===== config.mk =====
export PLATFORM = sky130hd
export DESIGN_NAME = switch_debouncer
export DESIGN_NICKNAME = d
export VERILOG_FILES = /design/src/rtl/switch_debouncer.sv
export SDC_FILE = /design/constraint.sdc
export NUM_CORES = 1
export LEC_CHECK = 0
export CAP_MARGIN = 30
export CORE_ASPECT_RATIO = 1.2
export CORE_MARGIN = 2
export CORE_UTILIZATION = 48
export CTS_BUF_LIST = sky130_fd_sc_hd__clkbuf_2 sky130_fd_sc_hd__clkbuf_4 sky130_fd_sc_hd__clkbuf_8
export CTS_CLUSTER_DIAMETER = 80
export CTS_CLUSTER_SIZE = 16
export DETAILED_ROUTE_END_ITERATION = 12
export PLACE_DENSITY = 0.68
export SLEW_MARGIN = 20
export SYNTH_ARGS = -nofsm -noshare
export SYNTH_HDL_FRONTEND = slang
export SYNTH_SLANG_ARGS = --single-unit

===== constraint.sdc =====
create_clock -name clk -period 1.9 [get_ports clk]
set_input_delay 0.38 -clock clk [delete_from_list [all_inputs] [get_ports clk]]
set_output_delay 0.38 -clock clk [all_outputs]
set_load 0.05 [all_outputs]

===== src/rtl/switch_debouncer.sv =====
// Switch input conditioner: each raw switch bit is synchronized with two flops, then debounced on
// its own channel. Outputs are a clean level plus registered one-cycle rise/fall strobes.
module switch_debouncer #(
  parameter int unsigned WIDTH           = 8,
  parameter int unsigned DEBOUNCE_CYCLES = 1000000
) (
  input  logic             clk,
  input  logic             reset_n,
  input  logic [WIDTH-1:0] sw_in,
  output logic [WIDTH-1:0] sw_clean,
  output logic [WIDTH-1:0] sw_rise,
  output logic [WIDTH-1:0] sw_fall,
  output logic             sw_changed
);

  localparam int unsigned CNT_W = $clog2(DEBOUNCE_CYCLES);
  localparam logic [CNT_W-1:0] CntMax = CNT_W'(DEBOUNCE_CYCLES - 1);

  logic [WIDTH-1:0] r_sync1, r_sync2;
  logic [WIDTH-1:0] r_clean, r_rise, r_fall;
  logic             r_changed;
  logic [CNT_W-1:0] r_cnt [WIDTH];

  logic [WIDTH-1:0] w_clean_d, w_rise_d, w_fall_d;
  logic [CNT_W-1:0] w_cnt_d [WIDTH];

  // The counter only runs while the synchronized bit disagrees with the clean level;
  // any agreement throws away the partial count.
  always_comb begin
    w_clean_d = r_clean;
    w_rise_d  = '0;
    w_fall_d  = '0;
    for (int i = 0; i < int'(WIDTH); i++) begin
      w_cnt_d[i] = r_cnt[i];
      if (r_sync2[i] == r_clean[i]) begin
        w_cnt_d[i] = '0;
      end else if (r_cnt[i] == CntMax) begin
        w_clean_d[i] = r_sync2[i];
        w_cnt_d[i]   = '0;
        w_rise_d[i]  = r_sync2[i];
        w_fall_d[i]  = ~r_sync2[i];
      end else begin
        w_cnt_d[i] = r_cnt[i] + CNT_W'(1);
      end
    end
  end

  always_ff @(posedge clk or negedge reset_n) begin
    if (!reset_n) begin
      r_sync1   <= '0;
      r_sync2   <= '0;
      r_clean   <= '0;
      r_rise    <= '0;
      r_fall    <= '0;
      r_changed <= 1'b0;
      for (int i = 0; i < int'(WIDTH); i++) begin
        r_cnt[i] <= '0;
      end
    end else begin
      r_sync1   <= sw_in;
      r_sync2   <= r_sync1;
      r_clean   <= w_clean_d;
      r_rise    <= w_rise_d;
      r_fall    <= w_fall_d;
      r_changed <= |(w_rise_d | w_fall_d);
      for (int i = 0; i < int'(WIDTH); i++) begin
        r_cnt[i] <= w_cnt_d[i];
      end
    end
  end

  assign sw_clean   = r_clean;
  assign sw_rise    = r_rise;
  assign sw_fall    = r_fall;
  assign sw_changed = r_changed;

endmodule


==> impl_metrics.yaml <==
clock_network:
  cts_tree: "yes"
  path_clk_slew_ns: 0.10
  cts_max_level: 1
  numCtsBuffers: 16
  cts.sinks: 201
  cts_buffer_depth: 3
  clk_latency_ns: 0.51
  clockRootBuffer: "clkbuf_8"
floorplan:
  die_x_um: 131
  die_height_um: 156
  fp-row-count: 55
  core_area_mm2: 0.0189
  io_pins: 35
  initial_utilization_pct: 49.0
  dieArea_mm2: 0.0204
power:
  p_sw_share_pct: 23.1
  power_leakage_nw: 4.72
  internal-power_mw: 5.28
  power_frac_clock_pct: 31.4
  pwr_density_cell_mw_per_mm2: 653
  power_switching_mw: 1.59
  p_total_mw: 6.87
  seq_power_share_pct: 63.9
  combinationalPowerShare_pct: 4.6
  vdd_drop_max_uv: 426
grt:
  antenna_found_initial: 0
  grt_use_met3_pct: 2.64
  grt_pass1_vias: 6448
  met2_usage_pct: 29.4
  grt-busiest-layer: "met2"
  grt_overflow: 0
  grt_usage_pct: 17.1
  met1_usage_pct: 22.6
  grt_max_degree: 57
  grt_pass1_wl_mm: 29.2
logic_synthesis:
  ys_types: 46
  synth_edf_count: 0
  ys_warn_count: 0
  ys_ff_latch: 201
  async_reset_ff_share_pct: 100
  synth_ff_type: "dfrtp_1"
  seq_area_frac_synth_pct: 54.4
  netlist_area_mm2: 0.00924
  synth_fp_nets: 897
  synth_area_per_cell_um2: 10.5
  synth_cells: 879
critical_path:
  worst-path-buf-inv: 1
  path_class: "reg -> reg"
  cp_cell_sequence: "or4b_1, nor4_4, nand3_2, nand2_2, buf_12, nor2_1"
  end_kind: "flip-flop"
  startpoint: "r_cnt[146]$_DFF_PN0_"
  r2r-start: "r_cnt[146]$_DFF_PN0_"
  worstPathMaxFanout: 19
  cp.required_ns: 2.28
  cp.arrival_ns: 2.16
  critPathLaunchType: "flip-flop"
  critPathTopFamily: "simple AND/OR/NAND/NOR gates"
  slowest_delay_ns: 0.57
  cp_slowest_cell: "or4b_1"
cells_and_area:
  syn_to_final_growth_pct: 13.9
  nets: 978
  layout-drive-gt1-share_pct: 11.5
  layout_commonest_cell: "dfrtp_1"
  antenna_cells: 0
  final_cell_mix: "dfrtp_1 (201), nor2_1 (178), xor2_1 (92)"
sta:
  report.final.hold_viol_count: 0
  worstMarginPinSlew_ns: 0.534
  period_share_pct: 93.6
  setup_viol: 0
  period_needed_ns: 1.78
  relSlewSlack_pct: 64.3
  final.setup.tns_ns: 0
  timing.final.max_slew_violations: 0
  fin_worst_skew_ns: 0.0212
  clock.fmax_mhz: 563
routing:
  wirelength_mm: 16.5
  drcViolationCount: 0
  post_drt_wl_per_cell_um: 13.5
  dr.first_iter.drc_count: 255
  routed_via_density: 5.20
  first_pass_iters: 6
  route.antenna.remaining_nets: 0
  vias: 6327
min_path:
  hold_start: "sw_in[4]"
  worstHoldPathType: "in -> reg"
status:
  status: "finished clean"
placement:
  gp_congestion: 0.786
  dpl.hpwl_mm: 11.3
  io_buffers: 34
flow_run:
  maxCapViolations: 0
==> layer usage <==
| layer | vias up | routed length [µm] |
|---|---|---|
| met4 | 0 | 293 |
| met5 | - | 0 |
| met3 | 19 | 550 |
| met2 | 82 | 8050 |
| li1 | 3134 | - |
| met1 | 3092 | 7570 |
==> state kept, by name, indices dropped and copies added, names as in the netlist <==
signal,flops
sw_clean,8
sw_fall,8
sw_rise,8
r_sync1,8
r_sync2,8
r_cnt,160
sw_changed,1
==> timing repair <==
item	in CTS	in global routing
resized for setup	15	7
pin swaps	0	4
setup endpoints to repair	15	68
hold buffers	1	0
setup buffers	0	3
hold endpoints to repair	49	0
==> final cells by class <==
cell class / count / area [µm²]
Inverter: 11 / 41.3
Multi-Input combinational cell: 647 / 4080
Sequential cell: 201 / 5030
Fill cell: 1696 / 8330
Tap cell: 256 / 320
Clock buffer: 17 / 234
Timing Repair Buffer: 83 / 808
Clock inverter: 1 / 8.76
==> through the flow <==
step | utilization (%) | hold slack, ns | setup slack, ns | cell area, µm² | instances
after global placement | 54.2 | 0.335 | 0.0874 | 10200 | 1194
after floorplan | - | 0.0844 | 0.0727 | 9240 | 879
after CTS | 55.5 | 0.280 | 0.0140 | 10500 | 1213
final | 55.8 | 0.305 | 0.122 | 10500 | 1216
after detailed placement | 54.2 | 0.335 | 0.0259 | 10200 | 1194
after global routing | 55.8 | 0.290 | -0.00264 | 10500 | 1216
==> synthesized netlist by cell type, drive strengths merged, types with 3 or more instances <==
cell type / n / area share [%]
nor3: 16 / 0.92
nand4: 39 / 2.9
buf: 13 / 1.1
nor4b: 9 / 0.99
nor4: 16 / 1.6
and4: 8 / 0.76
dfrtp: 201 / 54
and3: 41 / 2.8
or4b: 3 / 0.37
mux2: 8 / 1.0
nand2b: 6 / 0.43
or3: 5 / 0.39
clkbuf: 7 / 0.30
xor2: 92 / 8.7
nor2: 179 / 7.3
inv: 11 / 0.45
nand2: 46 / 1.9
nor3b: 16 / 1.3
xnor2: 59 / 5.6
ha: 8 / 1.1
nand3: 81 / 4.4
==> worst paths after layout <==
kind | endpoint | slack, ns | depth (start not counted)
worst max register to register | r_cnt[149]$_DFF_PN0_ | 0.12 | 6
max in group asynchronous | r_cnt[25]$_DFF_PN0_ | 0.91 | 3
worst max-delay path | r_cnt[149]$_DFF_PN0_ | 0.12 | 6
worst min register to register | r_sync2[7]$_DFF_PN0_ | 0.36 | 0
worst min-delay path | r_sync1[4]$_DFF_PN0_ | 0.30 | 1
min in group asynchronous | r_cnt[45]$_DFF_PN0_ | 0.43 | 2
==> worst reg2reg max path: cells and delay by family (launching register included) <==
family        cells  cell delay, ns
buf+inv           1            0.15
flops             1            0.40
simple gates      5            1.12
==> power groups by stage <==
stage / combinational [mW] / sequential, mW / clock, mW
5_1_grt: 0.363 / 4.40 / 2.39
3_3_place_gp: 0.318 / 4.47 / 0
3_5_place_dp: 0.324 / 4.47 / 0
6_report: 0.317 / 4.39 / 2.16
2_1_floorplan: 0.133 / 4.46 / 0
4_1_cts: 0.327 / 4.39 / 2.26
==> cells by family (layout without fill, tap and decap cells) <==
family / count (synthesis) / count (layout) / synth area share (%)
and+or+nand+nor: 474 / 474 / 26.9
buffers and inverters: 31 / 112 / 1.84
xor gates and xnor gates: 151 / 151 / 14.3
AOI/OAI and AO/OA: 6 / 6 / 0.406
adders and majority gates: 8 / 8 / 1.08
DFF: 201 / 201 / 54.4
muxes: 8 / 8 / 1.02
Note: power is estimated with default switching activity, not from simulation.
